### config.mk
export PLATFORM = sky130hd
export DESIGN_NAME = qsn_derotate
export DESIGN_NICKNAME = d
export VERILOG_FILES = /design/src/rtl/qsn_derotate.sv
export SDC_FILE = /design/constraint.sdc
export NUM_CORES = 1
export LEC_CHECK = 0
export BUFFER_PORTS_ARGS = -buffer_cell sky130_fd_sc_hd__buf_2
export CAP_MARGIN = 20
export CORE_UTILIZATION = 41
export DETAILED_ROUTE_END_ITERATION = 6
export HOLD_SLACK_MARGIN = 0.03
export PLACE_DENSITY = 0.67
export SLEW_MARGIN = 20
export SYNTH_ARGS = -nofsm -noshare
export SYNTH_HDL_FRONTEND = slang
export SYNTH_SLANG_ARGS = --single-unit
### constraint.sdc
create_clock -name clk -period 3.2 [get_ports clk]
set_clock_uncertainty 0.2 [all_clocks]
set_input_delay 0.32 -clock clk [delete_from_list [all_inputs] [get_ports clk]]
set_output_delay 0.32 -clock clk [all_outputs]
set_load 0.01 [all_outputs]
### src/rtl/qsn_derotate.sv
// Pipelined inverse quasi-cyclic shift network.
// Undoes a forward rotation O[i] = I[(i+s) mod Z]: out lane i = in lane (i - s) mod Z.
// One log-shifter register stage per shift bit, with an elastic valid/ready chain.

// One log-shifter stage: optionally rotates toward higher lane index by 2^Bit mod Lanes.
module qsn_derotate_stage #(
  parameter int Lanes      = 4,
  parameter int LaneWidth  = 1,
  parameter int ShiftWidth = 2,
  parameter int Bit        = 0
) (
  input  logic                         clk,
  input  logic                         rst,
  input  logic                         in_vld,
  input  logic [Lanes*LaneWidth-1:0]   in_dat,
  input  logic [ShiftWidth-1:0]        in_sh,
  input  logic                         in_err,
  output logic                         in_rdy,
  output logic                         out_vld,
  output logic [Lanes*LaneWidth-1:0]   out_dat,
  output logic [ShiftWidth-1:0]        out_sh,
  output logic                         out_err,
  input  logic                         out_rdy
);
  localparam int Rot = (1 << Bit) % Lanes;

  logic [Lanes*LaneWidth-1:0] rot_dat;

  // lane j takes lane (j - Rot) mod Lanes; fixed wiring per stage
  for (genvar j = 0; j < Lanes; j++) begin : g_lane
    assign rot_dat[j*LaneWidth +: LaneWidth] =
      in_dat[((j - Rot + Lanes) % Lanes)*LaneWidth +: LaneWidth];
  end

  // an empty stage always accepts, so bubbles collapse without waiting on downstream
  assign in_rdy = !out_vld || out_rdy;

  // load a new beat (or a bubble) whenever this stage is allowed to advance
  always_ff @(posedge clk) begin
    if (rst) begin
      out_vld <= 1'b0;
      out_dat <= '0;
      out_sh  <= '0;
      out_err <= 1'b0;
    end else if (in_rdy) begin
      out_vld <= in_vld;
      if (in_vld) begin
        out_dat <= in_sh[Bit] ? rot_dat : in_dat;
        out_sh  <= in_sh;
        out_err <= in_err;
      end
    end
  end
endmodule

module qsn_derotate #(
  parameter int LiftingFactor = 4,
  parameter int ShiftWidth    = 2,
  parameter int LaneWidth     = 1
) (
  input  logic                                clk,
  input  logic                                rst,
  input  logic                                in_valid,
  output logic                                in_ready,
  input  logic [LiftingFactor*LaneWidth-1:0]  in_data,
  input  logic [ShiftWidth-1:0]               in_shift,
  output logic                                out_valid,
  input  logic                                out_ready,
  output logic [LiftingFactor*LaneWidth-1:0]  out_data,
  output logic                                out_err
);
  localparam int DW = LiftingFactor*LaneWidth;
  localparam logic [ShiftWidth:0] ZLIM = (ShiftWidth+1)'(LiftingFactor);

  // index 0 is the input side, index ShiftWidth is the output side
  logic                  vld_pipe [ShiftWidth:0];
  logic                  rdy_pipe [ShiftWidth:0];
  logic [DW-1:0]         dat_pipe [ShiftWidth:0];
  logic [ShiftWidth-1:0] sh_pipe  [ShiftWidth:0];
  logic                  err_pipe [ShiftWidth:0];
  logic                  in_bad;
  logic                  unused_sh;

  // shifts that cannot occur for this lifting factor are flagged and zero the payload
  assign in_bad      = {1'b0, in_shift} >= ZLIM;
  assign vld_pipe[0] = in_valid;
  assign dat_pipe[0] = in_bad ? '0 : in_data;
  assign sh_pipe[0]  = in_shift;
  assign err_pipe[0] = in_bad;

  assign rdy_pipe[ShiftWidth] = out_ready;
  assign in_ready  = rdy_pipe[0];
  assign out_valid = vld_pipe[ShiftWidth];
  assign out_data  = dat_pipe[ShiftWidth];
  assign out_err   = err_pipe[ShiftWidth];
  assign unused_sh = ^sh_pipe[ShiftWidth];

  for (genvar k = 0; k < ShiftWidth; k++) begin : g_stage
    qsn_derotate_stage #(
      .Lanes(LiftingFactor), .LaneWidth(LaneWidth),
      .ShiftWidth(ShiftWidth), .Bit(k)
    ) u_stage (
      .clk(clk), .rst(rst),
      .in_vld(vld_pipe[k]), .in_dat(dat_pipe[k]), .in_sh(sh_pipe[k]),
      .in_err(err_pipe[k]), .in_rdy(rdy_pipe[k]),
      .out_vld(vld_pipe[k+1]), .out_dat(dat_pipe[k+1]), .out_sh(sh_pipe[k+1]),
      .out_err(err_pipe[k+1]), .out_rdy(rdy_pipe[k+1])
    );
  end
endmodule

* Word level (Yosys, flattened, before mapping)
Cells that the tools add are included.
Word-level totals: register bits after elaboration 12, bits of input ports 10, output and inout port bits 7, word-level logic and storage cells 13
Operators by class: mux-type cells 2, reduce and logical (&&, ||, !) cells 6
Operators with widths (count):
- 2-to-1 mux 4 bit | 2
- AND reduction 2 bit | 2
- zero test 1 bit | 2
- logical OR 1 bit | 2

* Longest topological paths before layout
word-level depth 4, gate-level depth with buffers 3

* Cells and area by module
A second synthesis with hierarchy kept.
Unflattened totals: cell total of the unflattened synthesis 75, area total of the unflattened synthesis 739.5 um2
By module, submodules not included:
- qsn_derotate_stage | instances 2, cells an instance 37, area each 367.9 um2
- qsn_derotate | instances 1, cells an instance 1, area each 3.8 um2

* Worst setup path before layout
Ideal clock, no wire load.
path kind reg-to-reg, start register g_stage[1].u_stage.out_vld, end register g_stage[1].u_stage.out_dat[0], setup time 0.086 ns, arrival time 0.937 ns, required time 2.914 ns, slack 1.977 ns, stages on the path, launching flop included 4, buffers on the path 0, cells stage by stage dfxtp_1 -> nand2b_1 -> and2_1 -> a211oi_1
Between the ends: longest elaborated chain between the ends 3
RTL lines:
- start: declaration | RTL line 19 | output logic out_vld,
- start signal: assignment | RTL line 46 | out_vld <= in_vld;
- zero test 1 bit | RTL line 36 | assign in_rdy = !out_vld || out_rdy;
- logical OR 1 bit | RTL line 36
- AND reduction 2 bit (no line)
- end signal: assignment | RTL line 48 | out_dat <= in_sh[Bit] ? rot_dat : in_dat;
- end: declaration | RTL line 20 | output logic [Lanes*LaneWidth-1:0] out_dat,
No other way between the ends. A chain may end at the register's enable or synchronous reset.

* Worst setup path after layout
start register g_stage[0].u_stage.out_vld, end output port in_ready
Between the ends: longest elaborated chain between the ends 2
RTL lines:
- start: declaration | RTL line 19
- start signal: assignment | RTL line 46
- zero test 1 bit | RTL line 36
- logical OR 1 bit | RTL line 36
- end: declaration | RTL line 64 | output logic in_ready,
No other way between the ends.

==> results.txt <==
----------------------------------------------------
[Synth]
  Top cell types by occurrence after synthesis ... 11 x sky130_fd_sc_hd__dfxtp_1, 10 x sky130_fd_sc_hd__a21oi_1, 8 x sky130_fd_sc_hd__mux2i_1, 5 x sky130_fd_sc_hd__buf_4
  Biggest area contributors in the synthesized netlist ... sky130_fd_sc_hd__dfxtp_1 40%, sky130_fd_sc_hd__mux2i_1 14%, sky130_fd_sc_hd__a211oi_2 9.0%
  Synthesized flop and latch total ... 11
  Share of synthesized area occupied by flip-flops and latches ... 0.398
  Mapped Area ... 553 sq um
  Instance count of the mapped netlist ... 55
  Dominant synthesized flop cell ... sky130_fd_sc_hd__dfxtp_1
  Most common cell in the synthesized netlist ... sky130_fd_sc_hd__dfxtp_1
  Total number of yosys warnings ... 0
  Yosys top cell by area ... sky130_fd_sc_hd__dfxtp_1
  Async set-or-reset flop fraction in the synthesized netlist ... 0
  Synth top area share ... 0.398
  Number of nets in the synthesized netlist ... 65
  Average footprint of a synthesized cell ... 10.1 sq um
  Post-synth EDFFs ... 0
  Count of unique library cells instantiated by Yosys ... 17

[STA]
  Total Neg Setup Slack ... 0 ns
  Shortest clock period the worst path allows after layout ... 1.58 ns
  Number of endpoints failing setup at the final stage ... 0
  Fin. Hold Viols ... 0
  Top achievable clock speed ... 0.633 GHz
  Least setup slack across all paths after layout ... 1.62 ns
  Unrepaired setup endpoints after global routing ... no
  Slew Viols, Final ... 0
  Final critical-path share of the clock period ... 0.494

[Drt]
  Per-cell routed wire length ... 11.3 um
  Total DRC errors in the routed layout ... 0
  Antenna viol nets, final ... 0
  Number of vias in the routed layout ... 408
  Routed vias/inst ... 5.10
  Detailed router's first-iteration violation count ... 1
  Number of iterations in the first detailed-routing pass ... 2
  Wire length reported by the detailed router ... 905 um

[Global route]
  Residual overflow from global routing ... 0
  Met3 Track Usage GR ... 0.104
  Most heavily used metal layer in global routing ... met2
  Met1 layer usage reported by global route ... 0.206
  Global-route track usage on met2 ... 0.238
  Maximum number of pins on one net before global-route repair ... 13
  First-pass GRT wire length ... 1650 um
  Global router's overall resource usage ... 0.167
  Number of antenna violations at the first check in global routing ... 0
  Number of global-route vias before repair ... 386

[Cells and area]
  Layout Nets ... 77
  Number of antenna diodes ... 0
  Area used by multi-input combinational logic ... 275 sq um
  Layout overhead on the synthesized area ... 12.4%
  Fraction of layout instances using a drive strength above 1 ... 0.364
  Layout Utilization ... 0.524
  Fill count ... 120
  FF+latch area ... 220 sq um

[Clock network]
  CTS buffer count ... 3
  CTS hold repair buffers ... 0
  Number of setup buffers added after CTS ... 0
  Cts repair resizes ... 0
  Clock-pin transition on the worst setup and hold timing paths ... 0.06 ns
  Worst-skew pair later-pin latency ... 0.26 ns
  Buffer levels on the longest clock path ... 2
  Clock tree root buffer cell ... sky130_fd_sc_hd__clkbuf_4
  H-Tree Depth ... 1
  CTS tree ... built
  Clock sink total ... 11

[Critical path]
  Class of the most critical setup path ... flip-flop to primary output
  Series of cell instances along the critical path ... nand3b_4, buf_2
  Kind of capture point of the worst setup path ... primary output
  CP required ... 2.68 ns
  Largest stage delay on the critical path ... 0.47 ns
  Crit-path slowest cell ... sky130_fd_sc_hd__dfxtp_1
  Worst EP arrival ... 1.06 ns
  Maximum net fanout on the critical path ... 8
  Worst Setup Start Kind ... flip-flop

[Worst hold path]
  Worst min-delay path class ... input pin to flip-flop

[Placement]
  Number of buffers inserted by port buffering ... 15
  Gpl congestion ... 0.688
  Worst-case setup slack after placement ... 1.83 ns

[Floorplanning]
  Initial Util ... 0.466
  Die W ... 38.7 um
  Die H ... 38.7 um
  Standard-cell row count ... 12
  Core Box Area ... 1190 sq um
  Number of top-level pins ... 17
  Area enclosed by the die boundary ... 1500 sq um

[Job]
  Reported max-cap violation count ... 0

[Outcome]
  Status ... completed

[Pwr]
  Pleak ... 0.278 nW
  IR Drop Worst-Case VDD ... 274 uV
  Power density normalized to cell area ... 466 nW/um^2

----------------------------------------------------
## flip-flops by register name, summed over array words and instances (netlist names)
register,cells
g_stage.u_stage.out_dat,8
g_stage.u_stage.out_vld,2
g_stage.u_stage.out_sh,1
## placed cells by master (no fill, tap or decap), drive strengths merged
master | Yosys | final
o21ai | 1 | 1
dfxtp | 11 | 11
a211oi | 8 | 8
a21oi | 10 | 10
buf | 6 | 15
inv | 2 | 2
and2 | 2 | 2
clkbuf | 2 | 4
mux2i | 8 | 8
nand4b | 1 | 1
nand3b | 1 | 1
conb | 1 | 1
nand2b | 2 | 2
## worst paths after layout
path | start | to | slack [ns] | cells past startpoint
min reg2reg | g_stage[1].u_stage.out_dat[1] | g_stage[1].u_stage.out_dat[1] | 0.32 | 2
min | in_shift[1] | g_stage[0].u_stage.out_sh[1] | 0.13 | 3
max reg2reg | g_stage[0].u_stage.out_vld | g_stage[0].u_stage.out_dat[3] | 1.92 | 3
max | g_stage[0].u_stage.out_vld | in_ready | 1.62 | 2
## stage by stage
stage	instance area [sq um]	power, mW	hold WS [ns]	cells
3_3_place_gp	596	0.203	0.322	76
5_1_grt	622	0.308	0.137	80
3_5_place_dp	596	0.204	0.320	76
2_1_floorplan	553	0.194	0.249	55
4_1_cts	622	0.295	0.129	80
6_report	622	0.290	0.130	80
## logic make-up after synthesis
family | Yosys count | synth area share
mux | 8 | 0.145
flops | 11 | 0.398
compound gates | 19 | 0.244
other cells | 1 | 0.00678
simple gates | 6 | 0.102
buf+inv | 10 | 0.104
## final cells by class
cell class                      instances  share of cell area
Tap cell                               14              0.0282
Multi-Input combinational cell         34               0.443
Clock buffer                            4              0.0423
Timing Repair Buffer                   15               0.121
Inverter                                2              0.0121
Sequential cell                        11               0.354
## routing by layer
| metal | vias up | routed length, um |
|---|---|---|
| met1 | 184 | 435 |
| met2 | 10 | 411 |
| li1 | 214 | - |
| met3 | 0 | 58 |
| met4 | 0 | 0 |
| met5 | - | 0 |
## worst max-delay path: cells and delay by family (launching register included)
kind          cells  cell delay (ns)
buf+inv           1             0.17
flops             1             0.47
simple gates      1             0.16
## report_power, final
part	internal (mW)	switching [mW]
sequential	0.147	0.00840
combinational	0.0222	0.0220
clock	0.0482	0.0420
total	0.217	0.0725
(Power assumes the default switching activity.)
